**src/rtl/instr_encoder_loader.sv**
```systemverilog
// Encodes symbolic instruction requests into 32-bit MIPS words and writes them
// into instruction memory at consecutive word addresses, stopping on halt or when memory is full.
module instr_encoder_loader #(
   parameter int ADDR_W     = 8,
   parameter int START_ADDR = 0
) (
   input  logic              clk,
   input  logic              rst_n,
   input  logic              clear,
   input  logic              in_valid,
   output logic              in_ready,
   input  logic [2:0]        in_op,
   input  logic [4:0]        in_rs,
   input  logic [4:0]        in_rt,
   input  logic [4:0]        in_rd,
   input  logic [15:0]       in_imm,
   input  logic [25:0]       in_target,
   output logic              imem_we,
   output logic [ADDR_W-1:0] imem_addr,
   output logic [31:0]       imem_wdata,
   output logic [ADDR_W:0]   count,
   output logic              done,
   output logic              err_op,
   output logic              err_full
);

   typedef enum logic [1:0] {IDLE, WRITE, DONE} state_t;

   localparam logic [2:0]        OP_ADD     = 3'd0;
   localparam logic [2:0]        OP_ADDI    = 3'd1;
   localparam logic [2:0]        OP_LW      = 3'd2;
   localparam logic [2:0]        OP_SW      = 3'd3;
   localparam logic [2:0]        OP_BEQ     = 3'd4;
   localparam logic [2:0]        OP_J       = 3'd5;
   localparam logic [2:0]        OP_HALT    = 3'd6;
   localparam logic [2:0]        OP_ILLEGAL = 3'd7;
   localparam logic [ADDR_W-1:0] START_A    = ADDR_W'(START_ADDR);
   localparam logic [ADDR_W-1:0] LAST_A     = {ADDR_W{1'b1}};
   localparam logic [ADDR_W:0]   COUNT_ONE  = (ADDR_W+1)'(1);

   state_t state;
   logic   we_q;
   logic   pending_halt;
   logic   handshake;

   function automatic logic [31:0] encode(input logic [2:0]  op,
                                          input logic [4:0]  rs,
                                          input logic [4:0]  rt,
                                          input logic [4:0]  rd,
                                          input logic [15:0] imm,
                                          input logic [25:0] target);
      logic [31:0] word;
      word = 32'd0;
      case (op)
         OP_ADD:  word = {6'b000000, rs, rt, rd, 5'b00000, 6'b100000};
         OP_ADDI: word = {6'b001000, rs, rt, imm};
         OP_LW:   word = {6'b100011, rs, rt, imm};
         OP_SW:   word = {6'b101011, rs, rt, imm};
         OP_BEQ:  word = {6'b000100, rs, rt, imm};
         OP_J:    word = {6'b000010, target};
         OP_HALT: word = {6'b111111, 26'd0};
         default: word = 32'd0;
      endcase
      return word;
   endfunction

   assign handshake = in_valid && in_ready;

   // A clear landing on the write cycle must suppress the strobe in that same cycle.
   assign imem_we = we_q && !clear;

   always_ff @(posedge clk or negedge rst_n) begin
      if (!rst_n) begin
         state        <= IDLE;
         in_ready     <= 1'b0;
         we_q         <= 1'b0;
         imem_addr    <= START_A;
         imem_wdata   <= 32'd0;
         count        <= '0;
         done         <= 1'b0;
         err_op       <= 1'b0;
         err_full     <= 1'b0;
         pending_halt <= 1'b0;
      end else if (clear) begin
         state        <= IDLE;
         in_ready     <= 1'b1;
         we_q         <= 1'b0;
         imem_addr    <= START_A;
         count        <= '0;
         done         <= 1'b0;
         err_op       <= 1'b0;
         err_full     <= 1'b0;
         pending_halt <= 1'b0;
      end else begin
         case (state)
            IDLE: begin
               if (handshake && in_op == OP_ILLEGAL) begin
                  err_op   <= 1'b1;
                  in_ready <= 1'b1;
               end else if (handshake) begin
                  imem_wdata   <= encode(in_op, in_rs, in_rt, in_rd, in_imm, in_target);
                  pending_halt <= (in_op == OP_HALT);
                  we_q         <= 1'b1;
                  in_ready     <= 1'b0;
                  state        <= WRITE;
               end else begin
                  in_ready <= 1'b1;
               end
            end
            // The strobe is high during this state; decide where the next word goes.
            WRITE: begin
               we_q  <= 1'b0;
               count <= count + COUNT_ONE;
               if (pending_halt) begin
                  done  <= 1'b1;
                  state <= DONE;
               end else if (imem_addr == LAST_A) begin
                  err_full <= 1'b1;
                  done     <= 1'b1;
                  state    <= DONE;
               end else begin
                  imem_addr <= imem_addr + 1'b1;
                  in_ready  <= 1'b1;
                  state     <= IDLE;
               end
            end
            DONE: begin
               in_ready <= 1'b0;
               done     <= 1'b1;
            end
            default: begin
               state    <= IDLE;
               in_ready <= 1'b0;
               we_q     <= 1'b0;
            end
         endcase
      end
   end

endmodule
```
**config.mk**
```make
export PLATFORM = sky130hd
export DESIGN_NAME = instr_encoder_loader
export DESIGN_NICKNAME = d
export VERILOG_FILES = /design/src/rtl/instr_encoder_loader.sv
export SDC_FILE = /design/constraint.sdc
export NUM_CORES = 1
export LEC_CHECK = 0
export ABC_AREA = 1
export CORE_ASPECT_RATIO = 1.25
export CORE_MARGIN = 1.5
export CORE_UTILIZATION = 44
export DETAILED_ROUTE_END_ITERATION = 10
export PLACE_DENSITY = 0.91
export SYNTH_ARGS = -nofsm -noshare
export SYNTH_HDL_FRONTEND = slang
export SYNTH_SLANG_ARGS = --single-unit
export TNS_END_PERCENT = 30
```
**constraint.sdc**
```tcl
create_clock -name clk -period 2.1 [get_ports clk]
set_clock_uncertainty 0.15 [all_clocks]
set_input_delay 0.525 -clock clk [delete_from_list [all_inputs] [get_ports clk]]
set_output_delay 0.525 -clock clk [all_outputs]
set_load 0.1 [all_outputs]
```
# After elaboration in Yosys (flattened, before gate mapping)
# Cells that the tools add are included.
# word_totals
reg_bits	57
wordCells	90
out_inout_bits	54
in_bits	64
# op_classes
bitwise	2
add_sub_neg	2
eq_ne	19
reduce_logical	20
muxes	37
# ops
cell	count
$pmux W32 S7	1
$mux W8	4
$mux W1	21
$mux W9	2
$eq A3 B3 Y1 const B	4
$ne A3 B3 Y1 const B	4
$reduce_and A3 Y1	4
$mux W2	5
$reduce_bool A2 Y1	5
$add A9 B1 Y9 const B	1
$add A8 B1 Y8 const B	1
$eq A8 B8 Y1 const B	1
$ne A2 B2 Y1 const B	4
$eq A3 B2 Y1 const B	2
$pmux W1 S2	3
$pmux W2 S3	1
$reduce_and A2 Y1	3
$ne A4 B4 Y1 const B	1
$reduce_and A4 Y1	1
$eq A3 B1 Y1 const B	1
$logic_and A1 B1 Y1	3
$logic_not A3 Y1	1
$reduce_bool A3 Y1	1
$eq A2 B1 Y1 const B	1
4 further kinds	5

# Depth between registers and ports, before layout
# logic_depth
word_depth	5
mapped_depth	9
mapped_depth_nobuf	8

# Worst setup path after synthesis
# No wires, ideal clock.
# synth_timing
path_kind	input-to-output
startpoint	input clear
endpoint	output imem_we
required_ns	1.425
slack_ns	-0.353
arrival_ns	1.778
cell_stages	1
n_path_buf	0
cell_sequence	nor2_1
# synth_between
elab_chain_cells	2
# synth_lines
item	line	text
start: declaration	9	input logic clear,
$logic_not A1 Y1	70	assign imem_we = we_q && !clear;
$logic_and A1 B1 Y1	70	
end: declaration	18	output logic imem_we,
# Every way passes these cells.

# Final worst setup path
# layout_timing
startpoint	input in_op[1]
endpoint	register imem_wdata[12]
# layout_between
elab_chain_cells	4
elab_cells_between_ends	12
cone_classes	eq/ne: 7; mux: 1; bitwise: 1; reduce/logical: 3
# layout_lines
item	line	text
start: declaration	12	input logic [2:0] in_op,
$eq A3 B3 Y1	97	if (handshake && in_op == OP_ILLEGAL) begin
$logic_and A1 B1 Y1	97	
$not A1 Y1 (no source line)	--	
$reduce_and A4 Y1 (no source line)	--	
end signal: assignment	101	imem_wdata <= encode(in_op, in_rs, in_rt, in_rd, in_imm, in_target);
end: declaration	20	output logic [31:0] imem_wdata,
# Parallel ways exist; a longest one is shown, timed or not.
# A chain may end at the register's enable or synchronous reset.

==> results.cfg <==
[run_status]
status = finished clean

[power]
power_density_nw_per_um2 = 837
p_leak_nw = 2.46
peakVddDrop_v = 0.000769

[route]
num_vias = 3195
drc = 0
drtIter0Drc = 179
firstDrtPassIters = 5
ant_nets = 0
wl_per_cell_um = 13.3
via_per_inst = 5.06
wirelength_um = 8380

[critical_path]
arrival_ps = 2000
rrSetupSlack_ps = 310
regToRegEndpoint = imem_addr[2]$_DFFE_PN0P_
worst_setup_path_start_kind = input port
worstSetupEndpointType = register
r2r-start = imem_addr[0]$_DFFE_PN0P_
reg2reg_depth = 7
cp.required_ps = 2190
crit_type = input port to register
path_max_fanout = 16

[timing]
rsz0062_at_grt = no
max_freq_mhz = 523
slew_violations = 0
finalSetupViolCount = 0
finalHoldViolations = 0
worst_pin_slew_ps = 349
tns_ps = 0
period_needed_ps = 1910
slew-limit-headroom_pct = 76.7
hold-worst-slack_ps = 49.9
fin_crit_sh_pct = 91.0

[global_route]
grt_usage_pct = 23.2
antenna_found_initial = 0
grt_first_pass_wirelength_um = 13800
grt_max_degree = 56
overflow = 0
grt_pass1_vias = 3110

[placement]
routabilityCongestion = 0.885
dp_hpwl_um = 6760
port_buffers = 117

[logic_synthesis]
syn_inst = 416
syn_area_um2 = 3050
postSynthAreaPerCell_um2 = 7.32
ys_seq_area_share_pct = 45.2
yosysUniqueCellTypes = 29
syn_nets = 482
synth-seq-cells = 55
yosys_warnings = 0

[die]
ios = 118
start_util_pct = 45.8
fp.coreArea_um2 = 6650
dieArea_um2 = 7430
die_w_um = 77.4
rows = 33
fp.dieH_um = 96.0

[clocking]
cts_root_buf = clkbuf_8
cts_buffers = 5
worstSkewPairLatency_ps = 300
htree_num_levels = 2
post_cts_buffers = 0
cts_hold_buf = 0
clock_path_buffers = 2
path_clk_slew_ps = 100
cts_tree = yes
cts_sinks = 55

[finish]
syn_to_final_growth_pct = 64.8
drive_above_1_share_pct = 17.3
antennaDiodeCount = 0
n_fill_cell = 447
nets = 609

[worst_hold_path]
hold_path.class = input port to async pin

[job]
drv_cap = 0
## worst max-delay path: stages
cell	delay (ps)
clkdlybuf4s50_1	540
buf_4	220
o21ai_4	210
buf_12	170
nand3_1	90
nand3_1	100
nand2_1	70
inv_1	60
## what timing repair did
item / in CTS / in global routing
gates resized for setup: 0 / 1
cloned: 0 / 0
pin swaps: 1 / 1
endpoints found under the setup margin: 1 / 1
## where the power goes
group / switching [W] / internal, W / leakage [nW]
Clock: 0.000324 / 0.000234 / 0.0412
Sequential: 0.000177 / 0.00120 / 0.695
Combinational: 0.00145 / 0.000817 / 1.73
Total: 0.00195 / 0.00225 / 2.46
## registers in the layout, summed over array words and instances, names as in the netlist
register	cells
state	2
imem_wdata	31
pending_halt	1
in_ready	1
err_full	1
imem_addr	8
count	9
err_op	1
done	1
## worst max-delay path by stage
stage	slack, ps	depth (start not counted)	startpoint	to
after global routing	140	8	in_op[1]	imem_wdata[12]$_DFFE_PN0P_
after global placement	20	8	in_op[1]	imem_wdata[11]$_DFFE_PN0P_
final	190	8	in_op[1]	imem_wdata[12]$_DFFE_PN0P_
after floorplan	50	6	count[1]$_DFFE_PN0N_	count[8]$_DFFE_PN0N_
after CTS	10	3	clear	imem_we
after detailed placement	-90	8	in_op[1]	imem_wdata[12]$_DFFE_PN0P_
## Yosys cell counts (all sizes together)
cell    number  area (um^2)
a21boi       1         7.51
nand4        7         43.8
nor3         3         15.0
o21ai       27          146
ha           2         25.0
buf         14          118
a31oi        1         6.26
nor2        35          146
dfrtp       55         1380
a21oi       19         95.1
clkbuf       1         13.8
clkinv       2         8.75
xor2         1         8.76
nand2      119          457
o21bai       1         7.51
inv         70          270
nand3       58          300
## metrics by stage
step                power [W]  cells  instance area (um^2)  setup WS, ps  util [%]
finish                0.00420    631                  5020           189      75.5
global route          0.00435    631                  5020           141      75.5
CTS                   0.00422    631                  5020          10.5      75.5
detailed placement    0.00367    623                  4930         -94.8      74.2
global placement      0.00363    623                  4930          18.5      74.2
floorplan             0.00269    416                  3050          52.5         -
## layout make-up
type | count | area, um^2 | share of cell area (%)
repair buffers | 135 | 1910 | 38.0
flip-flops and latches | 55 | 1380 | 27.5
inverters | 72 | 279 | 5.56
multi-input cells | 274 | 1260 | 25.1
well taps | 87 | 109 | 2.17
clock buffers | 6 | 72.6 | 1.45
clock inverters | 2 | 12.5 | 0.249
## cell families after synthesis
group,after synthesis,share of synthesized area (%)
and+or+nand+nor,222,31.6
buffers and inverters,87,13.5
adders and majority gates,2,0.822
AOI/OAI and AO/OA,49,8.63
DFF,55,45.2
xor gates and xnor gates,1,0.288
## routing by layer
layer | part of all wire [%] | vias up | global-route usage [%]
met5 | 0 | - | 0
met4 | 2.2 | 0 | 8.94
met3 | 4.5 | 24 | 2.56
met2 | 56 | 145 | 46.6
met1 | 37 | 1472 | 24.7
li1 | - | 1554 | -
## cells in the final DEF (no fill, tap or decap), drive strengths merged, types with 6 or more instances in the layout
cell type	n
nand3	58
a21oi	19
nand2	119
nand4	7
nor2	35
clkdlybuf4s50	61
inv	70
clkbuf	6
o21ai	27
buf	73
dfrtp	55
No activity file was read; power rests on OpenSTA's default activity.
